$ cat src/rtl/ace_snoop_ctrl.sv
// ace_snoop_ctrl: ACE snoop-port controller arbitrating into the D-cache tag/data SRAM.
// Define SNOOP_CTRL_CLEAN_SHARED_EN to serve CleanShared; otherwise it is answered with Error.
module ace_snoop_ctrl #(
  parameter int NumWays     = 8,
  parameter int AddrWidth   = 64,
  parameter int IndexWidth  = 12,
  parameter int TagWidth    = 44,
  parameter int LineWidth   = 128,
  parameter int CdDataWidth = 64
) (
  input  logic                         clk_i,
  input  logic                         rst_ni,
  input  logic                         bypass_i,
  input  logic                         flushing_i,
  input  logic                         amo_valid_i,
  input  logic [AddrWidth-1:0]         amo_addr_i,
  input  logic                         updating_cache_i,
  output logic                         busy_o,
  input  logic                         ac_valid_i,
  output logic                         ac_ready_o,
  input  logic [AddrWidth-1:0]         ac_addr_i,
  input  logic [3:0]                   ac_snoop_i,
  output logic                         cr_valid_o,
  input  logic                         cr_ready_i,
  output logic [4:0]                   cr_resp_o,
  output logic                         cd_valid_o,
  input  logic                         cd_ready_i,
  output logic [CdDataWidth-1:0]       cd_data_o,
  output logic                         cd_last_o,
  output logic [NumWays-1:0]           req_o,
  output logic [IndexWidth-1:0]        addr_o,
  output logic [TagWidth-1:0]          tag_o,
  input  logic                         gnt_i,
  output logic                         we_o,
  output logic [NumWays-1:0]           be_vldrty_o,
  output logic                         wr_valid_o,
  output logic                         wr_dirty_o,
  output logic                         wr_shared_o,
  input  logic [NumWays*LineWidth-1:0] rdata_i,
  input  logic [NumWays-1:0]           hit_way_i,
  input  logic [NumWays-1:0]           dirty_way_i,
  input  logic [NumWays-1:0]           shared_way_i,
  input  logic [NumWays-1:0]           miss_inval_req_i,
  input  logic [IndexWidth-1:0]        miss_inval_addr_i,
  output logic                         invalidate_o,
  output logic [AddrWidth-1:0]         invalidate_addr_o,
  output logic                         rs_done_valid_o,
  output logic [AddrWidth-1:0]         rs_done_addr_o
);
  localparam int Beats = LineWidth / CdDataWidth;
  localparam int BeatW = Beats > 1 ? $clog2(Beats) : 1;
  localparam int OffW  = $clog2(LineWidth / 8);
  localparam logic [3:0] ReadOnce     = 4'b0000;
  localparam logic [3:0] ReadShared   = 4'b0001;
  localparam logic [3:0] ReadUnique   = 4'b0111;
  localparam logic [3:0] CleanShared  = 4'b1000;
  localparam logic [3:0] CleanInvalid = 4'b1001;
  localparam logic [3:0] MakeInvalid  = 4'b1101;
`ifdef SNOOP_CTRL_CLEAN_SHARED_EN
  localparam bit CsEn = 1'b1;
`else
  localparam bit CsEn = 1'b0;
`endif

  typedef enum logic [2:0] {IDLE, WAIT_GNT, EVAL_FLAGS, WRITE_STATE, SEND_CR, SEND_CD} state_e;

  state_e                              state_q;
  logic [AddrWidth-1:0]                addr_q;
  logic [3:0]                          snoop_q;
  logic [4:0]                          resp_q;
  logic [NumWays-1:0]                  hit_q, coll_q;
  logic                                dirty_q;
  logic [Beats-1:0][CdDataWidth-1:0]   line_q;
  logic [BeatW-1:0]                    beat_q;
  logic [NumWays-1:0][LineWidth-1:0]   ways;
  logic [LineWidth-1:0]                hit_line;
  logic [4:0]                          eval_resp;
  logic                                eval_write, supported, same_line, hit, dirty, shared, inval, coll, last;

  assign ways      = rdata_i;
  assign supported = ac_snoop_i inside {ReadOnce, ReadShared, ReadUnique, CleanInvalid, MakeInvalid} ||
                     (CsEn && ac_snoop_i == CleanShared);
  assign same_line = ((amo_addr_i ^ ac_addr_i) >> OffW) == '0;
  assign hit       = |hit_way_i;
  assign dirty     = |(hit_way_i & dirty_way_i);
  assign shared    = |(hit_way_i & shared_way_i);
  assign inval     = snoop_q inside {ReadUnique, CleanInvalid, MakeInvalid};
  assign coll      = |(coll_q & hit_q);
  assign last      = beat_q == BeatW'(Beats - 1);

  always_comb begin
    hit_line = '0;
    for (int w = 0; w < NumWays; w++) hit_line |= hit_way_i[w] ? ways[w] : '0;
  end

  // Only supported snoops reach EVAL_FLAGS, so everything but ReadOnce updates state on a hit.
  always_comb begin
    eval_resp  = '0;
    eval_write = 1'b0;
    if (hit) begin
      eval_resp[4] = !shared;
      eval_write   = snoop_q != ReadOnce;
      case (snoop_q)
        ReadOnce:     eval_resp[3:0] = {shared, 2'b00, 1'b1};
        ReadShared:   eval_resp[3:0] = 4'b1001;
        ReadUnique:   eval_resp[3:0] = {1'b0, dirty, 2'b01};
        CleanInvalid: eval_resp[3:0] = {1'b0, dirty, 1'b0, dirty};
        CleanShared:  eval_resp[3:0] = {1'b1, dirty, 1'b0, dirty};
        default:      eval_resp[3:0] = 4'b0000;
      endcase
    end
  end

  always_ff @(posedge clk_i or negedge rst_ni) begin
    if (!rst_ni) begin
      state_q <= IDLE;
      addr_q  <= '0;
      snoop_q <= '0;
      resp_q  <= '0;
      hit_q   <= '0;
      coll_q  <= '0;
      dirty_q <= 1'b0;
      line_q  <= '0;
      beat_q  <= '0;
    end else begin
      if (state_q != IDLE && miss_inval_addr_i == addr_q[IndexWidth-1:0]) coll_q <= coll_q | miss_inval_req_i;
      case (state_q)
        IDLE: if (ac_ready_o) begin
          addr_q  <= ac_addr_i;
          snoop_q <= ac_snoop_i;
          coll_q  <= '0;
          hit_q   <= '0;
          dirty_q <= 1'b0;
          resp_q  <= (bypass_i || supported) ? 5'b00000 : 5'b00010;
          state_q <= (bypass_i || !supported) ? SEND_CR : WAIT_GNT;
        end
        WAIT_GNT: if (gnt_i) state_q <= EVAL_FLAGS;
        EVAL_FLAGS: begin
          hit_q   <= hit_way_i;
          dirty_q <= dirty;
          line_q  <= hit_line;
          resp_q  <= eval_resp;
          state_q <= eval_write ? WRITE_STATE : SEND_CR;
        end
        WRITE_STATE: if (gnt_i) state_q <= SEND_CR;
        SEND_CR: if (cr_ready_i) state_q <= resp_q[0] ? SEND_CD : IDLE;
        SEND_CD: if (cd_ready_i) begin
          beat_q <= last ? '0 : beat_q + 1'b1;
          if (last) state_q <= IDLE;
        end
        default: state_q <= IDLE;
      endcase
    end
  end

  // ac_ready_o is gated by rst_ni so nothing is offered while reset is held.
  assign busy_o            = state_q != IDLE;
  assign ac_ready_o        = rst_ni && state_q == IDLE && ac_valid_i && !flushing_i && !(amo_valid_i && same_line);
  assign cr_valid_o        = state_q == SEND_CR;
  assign cr_resp_o         = resp_q;
  assign cd_valid_o        = state_q == SEND_CD;
  assign cd_data_o         = cd_valid_o ? line_q[beat_q] : '0;
  assign cd_last_o         = cd_valid_o && last;
  assign req_o             = updating_cache_i ? '0 :
                             state_q inside {WAIT_GNT, EVAL_FLAGS} ? '1 :
                             state_q == WRITE_STATE ? hit_q : '0;
  assign addr_o            = addr_q[IndexWidth-1:0];
  assign tag_o             = addr_q[IndexWidth +: TagWidth];
  assign we_o              = state_q == WRITE_STATE;
  assign be_vldrty_o       = we_o ? hit_q : '0;
  assign wr_valid_o        = we_o && !inval && !coll;
  assign wr_dirty_o        = we_o && snoop_q == ReadShared && dirty_q;
  assign wr_shared_o       = we_o && !inval;
  assign invalidate_o      = we_o && inval;
  assign invalidate_addr_o = addr_q;
  assign rs_done_valid_o   = we_o && snoop_q == ReadShared && gnt_i;
  assign rs_done_addr_o    = addr_q;
endmodule
$ cat config.mk
export PLATFORM = sky130hd
export DESIGN_NAME = ace_snoop_ctrl
export DESIGN_NICKNAME = d
export VERILOG_FILES = /design/src/rtl/ace_snoop_ctrl.sv
export SDC_FILE = /design/constraint.sdc
export NUM_CORES = 1
export LEC_CHECK = 0
export CORE_AREA = 2 2 589 591
export DETAILED_ROUTE_END_ITERATION = 10
export DIE_AREA = 0 0 591 593
export PLACE_DENSITY = 0.3
export REMOVE_ABC_BUFFERS = 1
export SLEW_MARGIN = 20
export SYNTH_ARGS = -nofsm -noshare
export SYNTH_HDL_FRONTEND = slang
export SYNTH_SLANG_ARGS = --single-unit
$ cat constraint.sdc
create_clock -name clk_i -period 3.1 [get_ports clk_i]
set_input_delay 0.62 -clock clk_i [delete_from_list [all_inputs] [get_ports clk_i]]
set_output_delay 0.62 -clock clk_i [all_outputs]
set_load 0.02 [all_outputs]
==> flow_metrics.py <==
metrics = {
    "die": {
        "coreArea_mm2": 0.3446,
        "dieHeight_um": 593,
        "dieWidth_um": 591,
        "dieArea_mm2": 0.3505,
        "rows": 216,
        "initial_core_util_pct": 4.798,
        "pin_count": 1490,
    },
    "sta": {
        "rsz0062_at_grt": "true",
        "worst_pin_slew_ns": 0.8697,
        "setup_violations": 0,
        "fin_worst_skew_ns": 0.05754,
        "drv_slew": 0,
        "finalSetupTns_ns": 0,
        "clock.fmax_mhz": 326.2,
        "maxSlewHeadroom_pct": 42.02,
        "period_share_pct": 98.89,
        "post-route-min-period_ns": 3.066,
        "finalHoldViolations": 0,
        "hold_slack_ns": 0.1442,
    },
    "logic_synthesis": {
        "synth_seq_cells": 222,
        "seq_area_frac_synth_pct": 33.60,
        "synth-edff-count": 0,
        "avgSynthCellArea_um2": 9.469,
        "ys_types": 55,
        "synth_cells": 1746,
        "netlist_area_mm2": 0.01653,
        "async_flop_share_pct": 100.0,
        "synthFlopType": "dfrtp_1",
        "synth_warnings": 0,
    },
    "critical_path": {
        "cp_cell_sequence": "clkdlybuf4s50_1 -> xnor2_2 -> nand4_1 -> nor4_2 -> buf_4 -> nand4_1 -> o21ai_4 -> inv_2 -> buf_6",
        "crit_path_max_fanout": 2,
        "slowest_stage": "clkdlybuf4s50_1",
        "crit_type": "primary input to output pin",
        "critical-path-top-delay-family": "buffers and inverters",
        "cpMostUsedCell": "nand4_1",
        "worst_setup_path_start_kind": "primary input",
        "end_kind": "output pin",
        "worstPathRequired_ns": 2.48,
        "arrival_ns": 2.45,
        "cpPeakStageDelay_ns": 0.53,
        "path_buf_inv": 4,
    },
    "clock_tree": {
        "clk_latency_ns": 0.70,
        "cts_num_sinks": 222,
        "clk_pin_slew_ns": 0.08,
        "ctsHtreeMaxLevel": 2,
        "numCtsBuffers": 40,
        "cts_tree": "built",
        "clk_path_buf_depth": 3,
        "root_buffer": "clkbuf_16",
        "hold_buffers": 0,
    },
    "global_route": {
        "grt_util_met1_pct": 16.28,
        "grt_pass1_wl_mm": 325.4,
        "grt_util_all_layers_pct": 14.92,
        "grt_pass1_vias": 23990,
        "busiest_layer": "met2",
        "met3_usage_pct": 6.737,
        "antenna_found_initial": 272,
        "grt_max_degree": 97,
        "grt_overflow": 0,
        "met2_usage_pct": 25.95,
    },
    "layout": {
        "drive_above_1_share_pct": 13.35,
        "fillers": 39690,
        "fin_nets": 4384,
        "area_delta_synth_final_pct": 137.4,
        "utilization_pct": 11.39,
        "final_area_mm2": 0.03925,
        "stdcell_count": 7862,
    },
    "drt": {
        "drtPass1Iterations": 7,
        "drtIter0Drc": 1585,
        "vias": 23790,
        "viasPerCell": 3.026,
        "drtAntennaViolNets": 0,
        "wl_mm": 272.6,
        "drc": 0,
        "avgRoutedWirePerCell_um": 34.68,
    },
    "placed_design": {
        "place_congestion": 0.8743,
        "dp.cells": 7705,
        "io_buffers": 1485,
        "dpl_cell_area_mm2": 0.03747,
        "post-dp-hpwl_mm": 239.6,
    },
    "power": {
        "irDropWorstVdd_mv": 0.4056,
        "power_density_mw_per_mm2": 624.2,
        "p_leak_uw": 0.01399,
    },
    "worst_hold_path": {
        "hold_class": "primary input to async pin",
    },
    "run": {
        "maxCapViolations": 0,
    },
    "outcome": {
        "status": "finished clean",
    },
}
## final cells by class
class	count	area, um2	share of cell area, %
flip-flops and latches	222	5560	14.17
diodes	78	195.2	0.4973
well taps	4578	5728	14.59
repair buffers	1687	16950	43.20
clock buffers	60	1216	3.099
inverters	15	56.30	0.1435
multi-input cells	1208	9345	23.81
clock inverters	14	191.4	0.4878
## Yosys cell counts, types with 5 or more instances
cell / count / area [um2]
buf_2: 5 / 25.02
xor2_1: 12 / 105.1
xnor2_1: 49 / 429.2
buf_4: 120 / 900.9
buf_12: 5 / 100.1
a21oi_1: 13 / 65.06
nor2b_1: 9 / 56.30
a31oi_1: 130 / 813.3
mux2_4: 50 / 750.7
nor3_1: 5 / 25.02
o21a_1: 9 / 67.56
nor2_1: 206 / 773.2
and2_1: 11 / 68.82
a22o_1: 258 / 2260
buf_1: 11 / 41.29
mux2_1: 18 / 202.7
nand2_1: 34 / 127.6
clkbuf_1: 158 / 593.1
a221oi_1: 258 / 2260
nor4_1: 8 / 50.05
inv_1: 12 / 45.04
mux2i_1: 66 / 660.6
o21ai_1: 10 / 50.05
a22oi_1: 10 / 75.07
nand4_1: 13 / 81.33
dfrtp_1: 222 / 5555
## logic make-up after synthesis
logic type	Yosys count	synth area share [%]
buf+inv	316	10.54
xor+xnor	61	3.232
flops	222	33.60
simple gates	304	7.962
compound gates	709	34.90
mux	134	9.763
## power by group
part | internal [uW] | leakage [uW] | switching [uW]
logic | 6110 | 0.0110 | 6960
clock network | 2980 | 0.000690 | 2130
registers | 4240 | 0.00235 | 2090
## through the flow
stage / worst slack (ns) / total power (uW)
5_1_grt: -0.02580 / 25860
6_report: 0.03433 / 24500
2_1_floorplan: -12.03 / 9158
4_1_cts: -0.08455 / 25330
3_5_place_dp: -0.6713 / 19920
3_3_place_gp: -0.7276 / 19890
## tightest hold or removal path: stages
cell and delay [ns]:
buf_8 0.13, buf_4 0.18, buf_12 0.22
## per-layer routing
layer	part of all wire [%]	vias up	wire length (um)
met5	0.34	-	925
met4	3.3	138	9001
li1	-	9837	-
met2	48	1637	131600
met3	11	527	29450
met1	37	11660	101700
## sequential cells by signal, indices dropped and copies added, names as in the netlist
signal             flops
line_q               128
beat_q                 1
hit_q                  8
cr_resp_o              5
invalidate_addr_o     64
snoop_q                4
dirty_q                1
coll_q                 8
state_q                3
## repair_timing
action	in CTS	in global routing
pin swaps	3	16
resized for setup	185	49
buffers inserted	3	2
endpoints found under the setup margin	72	4
## cell usage in the layout (no fill, tap or decap), drive strengths merged, types with 68 or more instances in the layout
master            n
nor2            206
buf             240
a22o            258
mux2             68
dfrtp           222
clkbuf           70
diode            78
a221oi          258
clkdlybuf4s50  1346
a31oi           130
## final timing paths
| check | startpoint | end | depth (start not counted) | slack (ns) |
|---|---|---|---|---|
| hold reg to reg | coll_q[0] | coll_q[0] | 2 | 0.50 |
| min in group clk_i | ac_addr_i[61] | invalidate_addr_o[61] | 2 | 0.26 |
| setup reg to reg | invalidate_addr_o[3] | coll_q[7] | 8 | 0.69 |
| hold / removal | rst_ni | line_q[103] | 3 | 0.14 |
| max in group asynchronous | rst_ni | line_q[68] | 4 | 2.05 |
| setup / recovery | ac_addr_i[31] | ac_ready_o | 9 | 0.03 |
Power figures use the tool's default switching activity.
